`src/rtl/alu_mult_sequencer.sv`:
```
`default_nettype none
// ============================================================================
// Module   : alu_mult_sequencer (with p18240_alu_pkg)
// Purpose  : Multi-cycle unsigned 16x16 shift-and-add multiply controller.
//            Borrows the p18240 ALU while busy: each iteration issues an
//            add (or pass-through), a left shift of the multiplicand and a
//            logical right shift of the multiplier. It stops as soon as the
//            remaining multiplier reaches zero. It returns the low 16 product
//            bits and a sticky unsigned-overflow flag.
// Ports    : clock, reset_L (async, active low)
//            start, multiplicand[15:0], multiplier[15:0]  - request
//            busy, done, product[15:0], overflow          - handshake/result
//            alu_op, alu_inA[15:0], alu_inB[15:0]         - to ALU
//            alu_out[15:0], alu_cc[3:0] {Z,C,N,V}         - from ALU
// Revision : 1.0 - initial release
// ============================================================================

package p18240_alu_pkg;
  typedef enum logic [3:0] {
    F_A        = 4'h0,
    F_A_PLUS_B = 4'h1,
    F_A_SHL    = 4'h2,
    F_A_LSHR   = 4'h3
  } alu_op_t;
endpackage

module alu_mult_sequencer
  import p18240_alu_pkg::*;
(
  input  logic        clock,
  input  logic        reset_L,
  input  logic        start,
  input  logic [15:0] multiplicand,
  input  logic [15:0] multiplier,
  output logic        busy,
  output logic        done,
  output logic [15:0] product,
  output logic        overflow,
  output alu_op_t     alu_op,
  output logic [15:0] alu_inA,
  output logic [15:0] alu_inB,
  input  logic [15:0] alu_out,
  input  logic [3:0]  alu_cc
);

  typedef enum logic [2:0] {
    S_IDLE = 3'd0,
    S_ADD  = 3'd1,
    S_SHL  = 3'd2,
    S_SHR  = 3'd3,
    S_DONE = 3'd4
  } state_t;

  state_t      r_state;
  state_t      w_next;
  logic [15:0] r_acc;
  logic [15:0] r_mc;
  logic [15:0] r_mp;
  logic        r_lost;
  logic        r_ovf;

  logic        w_z;
  logic        w_c;
  logic        w_unused_cc;

  assign w_z = alu_cc[3];
  assign w_c = alu_cc[2];
  // N and V are meaningless for unsigned multiplication.
  assign w_unused_cc = ^alu_cc[1:0];

  // State register
  always_ff @(posedge clock or negedge reset_L) begin
    if (!reset_L) begin
      r_state <= S_IDLE;
    end else begin
      r_state <= w_next;
    end
  end

  // Next state and ALU drive; everything here depends only on the state
  // and internal registers, so start never reaches an output combinationally.
  always_comb begin
    w_next  = r_state;
    alu_op  = F_A;
    alu_inA = 16'h0000;
    alu_inB = 16'h0000;
    case (r_state)
      S_IDLE: begin
        if (start) begin
          w_next = (multiplier == 16'h0000) ? S_DONE : S_ADD;
        end
      end
      S_ADD: begin
        alu_inA = r_acc;
        if (r_mp[0]) begin
          alu_op  = F_A_PLUS_B;
          alu_inB = r_mc;
        end
        w_next = S_SHL;
      end
      S_SHL: begin
        alu_op  = F_A_SHL;
        alu_inA = r_mc;
        w_next  = S_SHR;
      end
      S_SHR: begin
        alu_op  = F_A_LSHR;
        alu_inA = r_mp;
        // Zero remaining multiplier means no further adds can change acc.
        w_next  = w_z ? S_DONE : S_ADD;
      end
      S_DONE: begin
        w_next = S_IDLE;
      end
      default: begin
        w_next = S_IDLE;
      end
    endcase
  end

  // Datapath registers
  always_ff @(posedge clock or negedge reset_L) begin
    if (!reset_L) begin
      r_acc  <= 16'h0000;
      r_mc   <= 16'h0000;
      r_mp   <= 16'h0000;
      r_lost <= 1'b0;
      r_ovf  <= 1'b0;
    end else begin
      case (r_state)
        S_IDLE: begin
          if (start) begin
            r_acc  <= 16'h0000;
            r_mc   <= multiplicand;
            r_mp   <= multiplier;
            r_lost <= 1'b0;
            r_ovf  <= 1'b0;
          end
        end
        S_ADD: begin
          if (r_mp[0]) begin
            r_acc <= alu_out;
            // An add after a multiplicand bit fell off the top means the
            // true addend was at least 2^16, even if this add has no carry.
            r_ovf <= r_ovf | w_c | r_lost;
          end
        end
        S_SHL: begin
          r_mc   <= alu_out;
          r_lost <= r_lost | w_c;
        end
        S_SHR: begin
          r_mp <= alu_out;
        end
        default: begin
        end
      endcase
    end
  end

  assign busy     = (r_state != S_IDLE);
  assign done     = (r_state == S_DONE);
  assign product  = r_acc;
  assign overflow = r_ovf;

endmodule
`default_nettype wire

```
`config.mk`:
```
export PLATFORM = sky130hd
export DESIGN_NAME = alu_mult_sequencer
export DESIGN_NICKNAME = d
export VERILOG_FILES = /design/src/rtl/alu_mult_sequencer.sv
export SDC_FILE = /design/constraint.sdc
export NUM_CORES = 1
export LEC_CHECK = 0
export CAP_MARGIN = 10
export CORE_MARGIN = 10
export CORE_UTILIZATION = 45
export DETAILED_ROUTE_END_ITERATION = 8
export PLACE_DENSITY = 0.79
export SYNTH_ARGS = -nofsm -noshare
export SYNTH_HDL_FRONTEND = slang
export SYNTH_SLANG_ARGS = --single-unit
```
`constraint.sdc`:
```
create_clock -name clock -period 2.5 [get_ports clock]
set_input_delay 0.625 -clock clock [delete_from_list [all_inputs] [get_ports clock]]
set_output_delay 0.625 -clock clock [all_outputs]
set_load 0.01 [all_outputs]
```
==> impl_results.md, run 1 <==
* Status: completed
* Initial antenna violation count at 0
* Post-synthesis instance total at 326
* Drt first pass iters at 4
* Final ANT Viol Nets at 0
* Via count normalized by instance count at between 5 and 6
* Final total power at approximately 5700 µW
* Final hold violation count at 0
* Clk_lat worst skew at 300 ps
* Min Tclk post-route at 2440 ps
* Residual DRC at 0
* Final period utilization at 97.7%
* DP Worst Slack at ~120 ps
* Number of flops mapped to enable cells by yosys at 0
* Fmax at 410 MHz
* Top-count cell post-synth: dfrtp_1
* Most common flop cell mapped by yosys: dfrtp_1
* Root buffer cell: clkbuf_8
* Worst path most repeated cell: buf_4
* RD Place Congestion at 0.788
* Setup Crit Path Kind: flip-flop to primary output
* HP Class: input pin to asynchronous set/reset pin
* Crit path buf inv count at 4
* Number of max-cap violations at 0
* CTS Buf Count at 5
* Complex-gate fraction of the synthesized area at 12.9%
* Vias at 2,879
* DRT Wirelength at 10,200 µm
* Mean Syn Cell Area at 9.35 µm²
* RR Startpoint: r_state[1]
* Setup crit start: r_state[1]
* Critical path endpoint category: primary output
* CP max-delay cell: dfrtp_2
* I/O Buffers at 105
* DR WL/cell at around 20 µm
* # rows at 29
* Synth area leader: dfrtp_1
* Share of post-route cells with drive strength above 1 at between 10% and 20%
* Pin count of the biggest net entering global routing at 37
* Worst-Margin Slew at 1150 ps
* CTS HTree Levels at 2
* Grt ovf at 0
* Netlist cell types at 33
* Area growth syn-to-layout at 43.6%
* Critical-path cell list: nor3b_4, buf_6, buf_4, buf_4, and3_1, dlygate4sd2_1
* Chip Height at 102 µm
* Total GRT Usage at 18.9%
* Clock sinks at 53
* TritonCTS clock tree: done
* Die Area at 10,500 µm²
* Hold Buf Count CTS at 0
* Core region area at 6460 µm²
* DRC marker count from the first detailed-route iteration at 196
* Final HPWL DP at 7180 µm
* Sequential-to-total area share from yosys stat at 43.5%
* Post-Layout Inst Area at 4370 µm²
* Seq cells post-synth at 53
* Global-route wire length before repair at between 15,000 and 20,000 µm
* Buffer levels on the longest clock path at 2
* Final Setup Violations at 0
* Type of origin of the critical path: flip-flop
* Xor and xnor area share after synthesis at 0.287%
* Worst path max stage delay at 460 ps
* Post-synthesis simple-gate area fraction at 17.2%
* Crit path max-delay family: buffers and inverters
* Final setup margin at 58.2 ps
* Die width at 102 µm
* Mapped cell area at 3050 µm²
* Worst EP required at approximately 1900 ps
* Vias in the first global route at 2,915
* Mux contribution to synthesized area at 16.8%
* Post-Synth Adder-Cell Area at 0%
* Worst vdd ir at 0.604 mV
* CP arrival at 1820 ps
* Diodes inserted at 0
* Initial Util at a little under half
* DP Area at around 4200 µm²
* Main combinational cell family by area after synthesis: simple AND/OR/NAND/NOR gates
* Ys async rst share at 100%
* Pwr Density at 1300 nW/µm²
* Max-slew headroom at 23.7%
* # nets final at between 400 and 500
* Slew Limit Fails at 0
* Synth cell count leaders: 53 x dfrtp_1, 51 x nor2_1, 33 x a21oi_1, 33 x mux2i_1, 19 x inv_1
* LEAKAGE at 0.00201 µW
* Register clock-pin slew on the reported worst setup and hold paths at 100 ps
* Number of primary I/O pins at 110
* Yosys top cell area share at a little over two fifths
* Top cells by area, synth: dfrtp_1 44%, mux2i_1 11%, nor2_1 6.3%
* Synthesis Warnings at 0
* CP Max Fanout at 5
* Worst clock skew at 6.03 ps
worst register-to-register path: stages, from the launching register on:
cell and delay (ps):
dfrtp_2 460, buf_4 150, buf_4 160, or3b_1 930, nor2_1 110, a21oi_1 160
cell type report:
cell class | count | area, µm²
fill | 524 | 2080
multi-input combinational | 222 | 1470
sequential | 53 | 1330
timing repair buffer | 135 | 1280
tap | 77 | 96.3
inverter | 19 | 71.3
clock buffer | 5 | 68.8
clock inverter | 3 | 65.1
where the power goes:
| part | switching [µW] | leakage, µW | internal (µW) |
|---|---|---|---|
| sequential | 280 | 0.000627 | 1260 |
| clock | 287 | 0.0000681 | 398 |
| combinational | 1780 | 0.00132 | 1680 |
| total | 2350 | 0.00201 | 3330 |
repair_timing:
action / in CTS / in global routing
endpoints found under the setup margin: 34 / 22
buffers inserted: 9 / 1
pin swaps: 1 / 1
gates resized for setup: 37 / 28
per-layer routing:
metal	GRT usage [%]	wire, µm	vias to the layer above
li1	-	-	1361
met1	23.2	4030	1399
met2	32.0	5190	113
met3	4.93	844	6
met4	5.64	93	0
met5	0	0	-
layout by cell type, fill, tap and decap left out, types with 2 or more instances in the layout:
master and instances:
nand2_1 3, a21oi_1 33, buf_6 4, clkdlybuf4s50_1 69, o21ai_0 17, conb_1 2, dfrtp_1 52, a22oi_2 2
buf_12 3, and3_1 16, buf_4 23, mux2_2 16, bufinv_16 2, clkbuf_2 7, mux2i_1 33, nor4_1 4
inv_1 19, nand4_1 17, dlymetal6s2s_1 4, clkdlybuf4s15_1 6, dlygate4sd2_1 18, clkbuf_8 5, a22oi_1 14, nor2b_2 2
nor2_1 51
state kept, by name (all words and copies together), names as in the netlist:
register,flops
product,16
r_mc,16
r_mp,16
r_state,3
overflow,1
r_lost,1
final timing paths:
kind / to / slack [ps] / depth (start not counted)
setup / recovery: alu_inB[9] / 60 / 6
hold / removal: product[10] / 330 / 1
setup reg to reg: r_mc[8] / 440 / 5
hold reg to reg: r_lost / 510 / 2
max in group asynchronous: r_state[1] / 1580 / 2
min in group clock: r_lost / 510 / 2
logic make-up after synthesis:
logic type | Yosys count
AOI/OAI and AO/OA | 69
muxes | 49
other | 1
buffers and inverters | 52
xor gates and xnor gates | 1
and+or+nand+nor | 101
DFF | 53
per-stage QoR:
step	utilization [%]	hold slack, ps	cells	setup TNS [ps]
floorplan	-	329	327	0
global placement	64.6	478	496	0
detailed placement	64.6	494	496	0
CTS	67.5	344	513	0
global route	67.7	361	514	-15.0
finish	67.7	329	514	0
(Power assumes the default switching activity.)
==> run 2: changes to the inputs <==
- PLACE_DENSITY: 0.79 -> 0.86
==> run 2 against run 1 <==
Net effect: sequential power hardly changed; critical path depth shrank 1; register-to-register slack worse by 120 ps; via count is 4.7% higher; routed wire length rose by 1.7%; first-iteration DRC count shrank 3.1%; largest power group unchanged.
==> impl_results.md, run 2 (same netlist as run 1, synthesis figures left out) <==
* Via count normalized by instance count at 5.82 (+3.9%)
* Worst clock skew at 9.08 ps (+3.05 ps)
* Worst EP required at 1880 ps (about the same)
* Commonest non-fill, non-tap cells in the layout: 69 x clkdlybuf4s50_1, 51 x nor2_1, 51 x dfrtp_1
* Setup Crit Path Kind: flip-flop to primary output
* Number of primary I/O pins at 110 (unchanged)
* Slew Limit Fails at 0 (unchanged)
* DR WL/cell at 19.9 µm (+0.89%)
* RD Place Congestion at 0.818 (+3.8%)
* CTS Buf Count at 5 (unchanged)
* Final hold violation count at 0 (unchanged)
* Switching part of the total at 42.7% (+1.3 points)
* Layout fillers at 490 (-6.5%)
* Hold Buf Count CTS at 0 (unchanged)
* # rows at 29 (unchanged)
* Initial Util at 47.2% (unchanged)
* Vias at 3,014 (+4.7%)
* Clk_lat worst skew at 310 ps (about the same)
* Final Setup Violations at 0 (unchanged)
* Vias in the first global route at 3,177 (+9.0%)
* Worst-Margin Slew at 1130 ps (-15.3 ps)
* Final HPWL DP at 7580 µm (+5.5%)
* Post-Place Cells at 503 (+1.4%)
* Pwr Density at 1280 nW/µm² (-1.3%)
* Commonest non-fill, non-tap cell in the layout: clkdlybuf4s50_1
* Max-slew headroom at 24.7% (+1.0 points)
* Internal power at 3210 µW (-3.7%)
* Area growth syn-to-layout at 43.4% (about the same)
* Chip Height at 102 µm (unchanged)
* Pin count of the biggest net entering global routing at 33 (-11%)
* Comb pwr share at 63.2% (+2.3 points)
* Die Area at 10,500 µm² (unchanged)
* Residual DRC at 0 (unchanged)
* M1 wire length at 4000 µm (-0.69%)
* Met3 routed WL at 887 µm (+5.1%)
* Final ANT Viol Nets at 0 (unchanged)
* Sequential cell area at 1330 µm² (about the same)
* Grt ovf at 0 (unchanged)
* Final cell count without fillers at 518 (+0.78%)
* Hold Slack at 320 ps (-9.10 ps)
* CTS HTree Levels at 2 (unchanged)
* Core region area at 6460 µm² (unchanged)
* Initial antenna violation count at 0 (unchanged)
* Met2 wire len at 5160 µm (-0.65%)
* Worst Reg-to-Reg Cells at 5 (unchanged)
* TritonCTS clock tree: done
* Fmax at 410 MHz (about the same)
* DRC marker count from the first detailed-route iteration at 190 (-3.1%)
* Status: completed
* Area of the multi-input gates at 1490 µm² (+1.4%)
* Clock sinks at 53 (unchanged)
* CP arrival at 1820 ps (about the same)
* Type of origin of the critical path: flip-flop
* CP Max Fanout at 8 (+3)
* HP Class: input pin to asynchronous set/reset pin
* Final period utilization at 97.7% (about the same)
* Min Tclk post-route at 2440 ps (+0.0397 ps)
* Worst vdd ir at 0.853 mV (+41%)
* Global-route wire length before repair at 16,200 µm (+4.0%)
* Buffer levels on the longest clock path at 2 (unchanged)
* Share of post-route cells with drive strength above 1 at 17.2% (+1.2 points)
* Total GRT Usage at 19.5% (+0.60 points)
* I/O Buffers at 105 (unchanged)
* Root buffer cell: clkbuf_8
* Psw at 2390 µW (+1.8%)
* DRT Wirelength at 10,300 µm (+1.7%)
* Register clock-pin slew on the reported worst setup and hold paths at 90 ps (about the same)
* Die width at 102 µm (unchanged)
* # nets final at 496 (+1.0%)
* Sequential power share at 28.1% (+1.0 points)
* Top sig layer: met4
* LEAKAGE at 0.00201 µW (-0.18%)
* Number of max-cap violations at 0 (unchanged)
* Critical path endpoint category: primary output
* Drt first pass iters at 5 (+1)
* Clk pwr share at 8.8% (-3.2 points)
* Diodes inserted at 0 (unchanged)
-- run 2: cell count changes in the layout (fill, tap and decap cells not counted), sizes merged --
cell / before / now
buf: 31 / 37
dlygate4sd2: 18 / 20
clkinv: 1 / 0
bufinv: 2 / 0
clkdlybuf4s15: 6 / 5
-- run 2: layout make-up --
cell class                      instances  area share, %
Timing Repair Buffer                  140           29.7
Sequential cell                        53           30.4
Multi-Input combinational cell        222           34.1
Clock buffer                            7           1.98
Inverter                               19           1.63
Tap cell                               77           2.20
-- run 2: worst paths after layout --
check	slack [ps]	from	endpoint
setup / recovery	60	r_state[1]	alu_inB[7]
hold / removal	320	reset_L	r_mc[3]
setup reg to reg	320	r_state[2]	r_mc[10]
hold reg to reg	530	overflow	overflow
max in group asynchronous	1580	reset_L	r_state[0]
min in group clock	530	overflow	overflow
-- run 2: repair_timing --
action,4_1_cts,5_1_grt
gates resized for setup,46,24
endpoints found under the setup margin,34,15
setup buffers,5,3
pin swaps,0,1
-- run 2: routing by layer --
metal	global-route usage, %	vias to the layer above
li1	-	1377
met3	5.80	32
met1	22.5	1444
met5	0	-
met4	8.46	0
met2	33.0	161
-- run 2: through the flow --
step	instance area, µm²	setup slack, ps	TNS (ps)	util [%]	total power, µW
floorplan	3050	599	0	-	3500
global placement	4200	89.4	0	65.1	4960
detailed placement	4200	90.0	0	65.1	5060
CTS	4330	-137	-403	67.0	5500
global route	4370	-3.94	-3.94	67.7	5980
finish	4370	58.1	0	67.7	5600
-- run 2: critical path: stages (launching register included) --
cell,delay (ps)
dfrtp_2,470
buf_4,160
nor3b_4,240
buf_6,180
and3_1,170
dlygate4sd2_1,280
-- run 2: power groups by stage --
stage / clock (µW) / combinational [µW] / sequential (µW)
after floorplan: 0 / 2010 / 1490
after global placement: 0 / 3430 / 1530
after detailed placement: 0 / 3500 / 1560
after CTS: 499 / 3450 / 1560
after global routing: 533 / 3830 / 1620
final: 493 / 3540 / 1570
